--- src/rtl/mainbus_pkg.sv ---
// Shared source indices, arbiter state encoding and a one-hot helper
// for the mainbus ownership arbiter.
package mainbus_pkg;

    localparam int SRC_ALU     = 0;
    localparam int SRC_REGBANK = 1;
    localparam int SRC_DECODER = 2;
    localparam int SRC_MEMORY  = 3;
    localparam int NUM_SRC     = 4;

    typedef enum logic [1:0] {
        ARB_IDLE,
        ARB_OWNED,
        ARB_TURN
    } arb_state_t;

    function automatic logic [NUM_SRC-1:0] src_onehot(input logic [1:0] idx);
        return NUM_SRC'(1) << idx;
    endfunction

endpackage

--- src/rtl/mainbus_arbiter_rr_pick.sv ---
// Round-robin search: first set request strictly after ptr, wrapping,
// with ptr itself examined last.
module rr_pick
    import mainbus_pkg::*;
(
    input  logic [NUM_SRC-1:0] req,
    input  logic [1:0]         ptr,
    output logic               found,
    output logic [1:0]         idx
);

    logic [1:0] cand;

    always_comb begin
        found = 1'b0;
        idx   = ptr;
        cand  = '0;
        for (int i = 1; i <= NUM_SRC; i++) begin
            cand = ptr + 2'(i);
            if (!found && req[cand]) begin
                found = 1'b1;
                idx   = cand;
            end
        end
    end

endmodule

--- src/rtl/mainbus_arbiter.sv ---
// Mainbus ownership arbiter: registered one-hot grants, round-robin fairness,
// optional hold-limit preemption and optional one-cycle idle turnaround.
module mainbus_arbiter
    import mainbus_pkg::*;
#(
    parameter int MAX_HOLD   = 8,
    parameter int TURNAROUND = 1
) (
    input  logic               clk,
    input  logic               rst_n,
    input  logic [NUM_SRC-1:0] req,
    output logic [NUM_SRC-1:0] grant,
    output logic               sel_alu,
    output logic               sel_register_bank,
    output logic               sel_decoder,
    output logic               sel_memory,
    output logic               bus_busy,
    output logic [1:0]         owner,
    output arb_state_t         state_dbg
);

    localparam int HOLD_W = (MAX_HOLD < 1) ? 1 : $clog2(MAX_HOLD + 1);
    localparam logic [HOLD_W-1:0] HOLD_LAST = (MAX_HOLD == 0) ? '0 : HOLD_W'(MAX_HOLD - 1);

    arb_state_t         state, state_nxt;
    logic [NUM_SRC-1:0] grant_nxt;
    logic [1:0]         owner_nxt;
    logic [1:0]         rr_ptr, rr_ptr_nxt;
    logic [HOLD_W-1:0]  hold_cnt, hold_nxt;
    logic [NUM_SRC-1:0] pick_req;
    logic               pick_found;
    logic [1:0]         pick_idx;
    logic               preempt;
    logic               release_bus;

    // While owned, the current owner is excluded so a handover never re-picks it.
    assign pick_req    = (state == ARB_OWNED) ? (req & ~grant) : req;
    assign preempt     = (MAX_HOLD != 0) && (hold_cnt == HOLD_LAST) && (|(req & ~grant));
    assign release_bus = !req[owner] || preempt;

    rr_pick u_rr_pick (
        .req   (pick_req),
        .ptr   (rr_ptr),
        .found (pick_found),
        .idx   (pick_idx)
    );

    always_ff @(posedge clk or negedge rst_n) begin
        if (!rst_n) begin
            state    <= ARB_IDLE;
            grant    <= '0;
            owner    <= 2'd3;
            rr_ptr   <= 2'd3;
            hold_cnt <= '0;
        end else begin
            state    <= state_nxt;
            grant    <= grant_nxt;
            owner    <= owner_nxt;
            rr_ptr   <= rr_ptr_nxt;
            hold_cnt <= hold_nxt;
        end
    end

    always_comb begin
        state_nxt  = state;
        grant_nxt  = grant;
        owner_nxt  = owner;
        rr_ptr_nxt = rr_ptr;
        hold_nxt   = hold_cnt;
        case (state)
            ARB_IDLE, ARB_TURN: begin
                state_nxt = ARB_IDLE;
                if (pick_found) begin
                    state_nxt  = ARB_OWNED;
                    grant_nxt  = src_onehot(pick_idx);
                    owner_nxt  = pick_idx;
                    rr_ptr_nxt = pick_idx;
                    hold_nxt   = '0;
                end
            end
            ARB_OWNED: begin
                if (hold_cnt != '1) hold_nxt = hold_cnt + 1'b1;
                if (release_bus) begin
                    grant_nxt = '0;
                    hold_nxt  = '0;
                    if (TURNAROUND != 0) begin
                        state_nxt = ARB_TURN;
                    end else if (pick_found) begin
                        grant_nxt  = src_onehot(pick_idx);
                        owner_nxt  = pick_idx;
                        rr_ptr_nxt = pick_idx;
                    end else begin
                        state_nxt = ARB_IDLE;
                    end
                end
            end
            default: begin
                state_nxt = ARB_IDLE;
                grant_nxt = '0;
            end
        endcase
    end

    always_comb begin
        sel_alu           = grant[SRC_ALU];
        sel_register_bank = grant[SRC_REGBANK];
        sel_decoder       = grant[SRC_DECODER];
        sel_memory        = grant[SRC_MEMORY];
        bus_busy          = |grant;
        state_dbg         = state;
    end

endmodule
--- config.mk ---
export PLATFORM = sky130hd
export DESIGN_NAME = mainbus_arbiter
export DESIGN_NICKNAME = d
export VERILOG_FILES = /design/src/rtl/mainbus_pkg.sv /design/src/rtl/mainbus_arbiter_rr_pick.sv /design/src/rtl/mainbus_arbiter.sv
export SDC_FILE = /design/constraint.sdc
export NUM_CORES = 1
export LEC_CHECK = 0
export ABC_AREA = 1
export CORE_MARGIN = 8
export CORE_UTILIZATION = 30
export DETAILED_ROUTE_END_ITERATION = 12
export DONT_BUFFER_PORTS = 1
export GPL_TIMING_DRIVEN = 0
export HOLD_SLACK_MARGIN = 0.06
export PLACE_DENSITY = 0.49
export SYNTH_ARGS = -nofsm -noshare
export SYNTH_HDL_FRONTEND = slang
export SYNTH_HIERARCHICAL = 1
export SYNTH_SLANG_ARGS = --single-unit
--- constraint.sdc ---
create_clock -name clk -period 2.2 [get_ports clk]
set_clock_uncertainty 0.2 [all_clocks]
set_input_delay 0.22 -clock clk [delete_from_list [all_inputs] [get_ports clk]]
set_output_delay 0.22 -clock clk [all_outputs]
set_load 0.02 [all_outputs]
==> key figures, run 1 <==
Timing
  • Hold Vio Cnt, Final: 0
  • Maximum clock rate: 442 MHz
  • Slew margin rel.: 0.644
  • Final setup margin: -0.0629 ns
  • Minimum clock period: 2.26 ns
  • Worst Max-Slew Pin Slew: 0.533 ns
  • Final Max Tran Viols: 0
  • Final Setup Violations: 5
  • RSZ-0062 raised after global routing: yes
  • Period utilisation layout: 1.03

Clocking
  • Root buffer cell: clkbuf_4
  • Clock Path Buffers: 2
  • Clock transition at the registers of the reported paths: 0.08 ns
  • Later-pin clock latency in the skew report: 0.27 ns
  • Sink Count: 12
  • Num CTS Buffers: 3
  • CTS tree: built
  • H-Tree Level Count: 1

GRT
  • Number of global-route vias before repair: 1018
  • Initial antenna violation count: 0
  • GR Overflow Total: 0
  • Largest net degree at the start of global routing: 13
  • Global-route wire length before repair: 4550 um
  • GRT Total Usage: 0.103

Power
  • Pwr dens: 1750 mW/mm2
  • Leakage: 0.000639 uW
  • Net switching power: 1330 uW
  • Internal Power: 1070 uW
  • Clock share of power: 0.073
  • VDD IR max: 0.551 mV
  • Comb pwr share: 0.713
  • Switching Fraction: 0.554
  • Reg power frac: 0.213

Hold path
  • Hold WC Path Type: input port to flip-flop
  • Hold path endpoint: hold_cnt[0]$_DFFE_PN0P_
  • Hold Crit Depth: 5
  • Startpoint of the worst hold path: req[1]

Synthesis
  • Post-synthesis register bit count: 12
  • Count leader, synth: nand2_1
  • Distinct cell type count after synthesis: 27
  • Synth Cell Area: 0.00102 mm2
  • Sequential share of the synthesized area: 0.297
  • Post-synth EDFFs: 0
  • Syn_nets: 154
  • Synth Area per Inst: 6.93 um2
  • Gate Count Post-Synth: 147
  • Share of flip-flops with an asynchronous set or reset: 1.00
  • Top FF cell, synth: dfrtp_1
  • Most frequent cells after synthesis: nand2_1 (47), inv_1 (14), nand3_1 (14)
  • Top cell type's share of synthesized area: 0.246
  • Synth area leader: dfrtp_1
  • Yosys warnings: 6
  • Synth area leaders: dfrtp_1 (25%), nand2_1 (17%), nand3_1 (6.9%)

Critical path
  • Worst flop-to-flop path endpoint: grant[2]$_DFFE_PN0P_
  • Crit path DAT: 2.27 ns
  • Launch point of the critical path: rr_ptr[1]$_DFFE_PN1P_
  • R2R depth: 11
  • Worst endpoint required time: 2.21 ns
  • Reg-to-reg startpoint: rr_ptr[1]$_DFFE_PN1P_
  • Worst-path fanout max: 11
  • Worst Setup End Kind: flip-flop
  • R2R setup slack: -0.06 ns
  • Crit start category: flip-flop
  • Crit Path Class: flip-flop to flip-flop

Routing
  • DR iter-0 viols: 91
  • Number of remaining DRC errors: 0
  • First-pass DRT Iterations: 4
  • Met3 WL post-DR: 187 um
  • ANT nets after route: 0
  • Metal1 wirelength: 1340 um
  • Routed WL per cell: 13.2 um
  • Routed vias/inst: 4.87
  • DR top layer: met4
  • DR vias: 1013
  • DRT Wirelength: 2750 um
  • Met2 routed WL: 1180 um

Finish
  • Net total in the final layout: 170
  • Synthesis-to-finish area growth: 34.9%
  • Util after Layout: 0.415
  • Ant. Diodes: 0
  • Layout cells sized above 1: 0.475
  • Filler cell count: 367

Floorplan
  • Initial cell density of the core: 0.308
  • DIE AREA: 0.00552 mm2
  • Die Span Y: 74.3 um
  • # rows: 21
  • Die X: 74.3 um
  • Core box area: 0.00331 mm2
  • IO Count: 19

Placed design
  • Port Buffer Count: 0
  • Hpwl dp: 1970 um
  • RePlAce Congestion: 0.770
  • Dpl ws: -0.322 ns

Run status
  • Failing checks: negative setup slack
  • Status: finished with violations

Job
  • Max Cap Viol: 0
## routing by layer
layer  vias to the layer above  GRT usage
met4                         0     0.0391
met3                         7     0.0202
met1                       467      0.144
met5                         -          0
li1                        509          -
met2                        30      0.150
## stage by stage
step | cells | TNS (ns) | total power, uW | hold slack (ns) | cell area [um2]
after floorplan | 147 | 0 | 1460 | -0.276 | 1020
after global placement | 193 | -2.48 | 1690 | -0.275 | 1080
after detailed placement | 193 | -2.92 | 1700 | -0.275 | 1080
after CTS | 205 | -0.258 | 2120 | 0.123 | 1230
after global routing | 208 | -1.50 | 2620 | 0.156 | 1370
final | 208 | -0.214 | 2410 | 0.125 | 1370
## what timing repair did
item,in CTS,in global routing
gates cloned,1,0
pin swaps,6,11
hold buffers,1,0
endpoints found under the setup margin,11,11
endpoints found under the hold margin,12,0
gates resized for setup,20,35
setup buffers,6,3
## cells in the final DEF (no fill, tap or decap), types with 2 or more instances in the layout
cell | Yosys | final
nor3_1 | 4 | 2
o21ai_2 | 0 | 2
clkbuf_4 | 0 | 3
nand3_2 | 1 | 5
dfrtp_1 | 10 | 5
a21oi_1 | 3 | 3
dfstp_2 | 2 | 2
buf_4 | 4 | 13
inv_2 | 4 | 3
o21ai_1 | 4 | 6
buf_6 | 1 | 2
o21ai_4 | 1 | 4
inv_1 | 14 | 14
nand2_2 | 10 | 17
nand3_1 | 14 | 10
nor3_2 | 0 | 2
nand2_1 | 47 | 33
nand4_1 | 7 | 7
dfrtp_2 | 0 | 5
nand2_4 | 3 | 10
## power groups by stage
stage / Clock [uW] / Sequential (uW) / Combinational [uW]
3_5_place_dp: 0 / 496 / 1200
4_1_cts: 182 / 503 / 1440
5_1_grt: 196 / 532 / 1900
3_3_place_gp: 0 / 494 / 1200
2_1_floorplan: 0 / 459 / 1000
6_report: 177 / 513 / 1720
## sequential cells by signal (all words and copies together) (netlist names)
signal     count
grant          4
hold_cnt       4
rr_ptr         2
state_dbg      2
## critical path: stages, from the launching register on
cell	delay, ns
dfstp_2	0.73
inv_2	0.12
nand2_1	0.12
nand2_4	0.08
nand2_4	0.08
nand2_4	0.07
a21oi_4	0.14
nand4_1	0.15
or2_4	0.30
nand2_4	0.10
nand2_2	0.05
nand2_2	0.06
## kinds of logic (layout without fill, tap and decap cells)
kind of cell             after synthesis  in the layout  synth area share
AND/OR/NAND/NOR                       91             91             0.462
AO/OA/AOI/OAI                         17             17            0.0983
XOR/XNOR                               2              2            0.0172
flip-flops                            12             12             0.297
adder cells (fa/ha/maj)                1              1            0.0123
buffers and inverters                 24             39             0.113
## how the worst max path moves through the flow
stage / endpoint / slack, ns / depth (start not counted)
floorplan: grant[0]$_DFFE_PN0P_ / 0.007 / 12
global placement: grant[3]$_DFFE_PN0P_ / -0.30 / 14
detailed placement: grant[3]$_DFFE_PN0P_ / -0.32 / 12
CTS: grant[3]$_DFFE_PN0P_ / -0.07 / 12
global route: grant[2]$_DFFE_PN0P_ / -0.19 / 12
finish: grant[2]$_DFFE_PN0P_ / -0.06 / 11
## final cells by class
cell class	instances	area [um2]	area share
sequential	12	309	0.225
buffer	5	41.3	0.0301
clock buffer	4	36.3	0.0264
inverter	19	81.3	0.0592
multi-input combinational	111	759	0.553
tap	46	57.6	0.0419
timing repair buffer	11	88.8	0.0647
No activity file was read; power rests on OpenSTA's default activity.
==> inputs of run 2 (changes only) <==
--- a/config.mk
+++ b/config.mk
@@ -8,6 +8,7 @@
 export ABC_AREA = 1
 export CORE_MARGIN = 8
 export CORE_UTILIZATION = 30
+export CTS_CLUSTER_DIAMETER = 60
 export DETAILED_ROUTE_END_ITERATION = 12
 export DONT_BUFFER_PORTS = 1
 export GPL_TIMING_DRIVEN = 0
==> constraint.sdc (replaced) <==
create_clock -name clk -period 2.2 [get_ports clk]
set_clock_uncertainty 0.2 [all_clocks]
set_input_delay 0.55 -clock clk [delete_from_list [all_inputs] [get_ports clk]]
set_output_delay 0.55 -clock clk [all_outputs]
set_load 0.02 [all_outputs]
==> results of run 2 <==
The final DEF is identical to that of run 1. Status: finished with violations: negative setup slack.
Main changes from that run: hold slack 0.125 ns -> 0.367 ns; end point of the worst hold path hold_cnt[0]$_DFFE_PN0P_ -> hold_cnt[1]$_DFFE_PN0P_
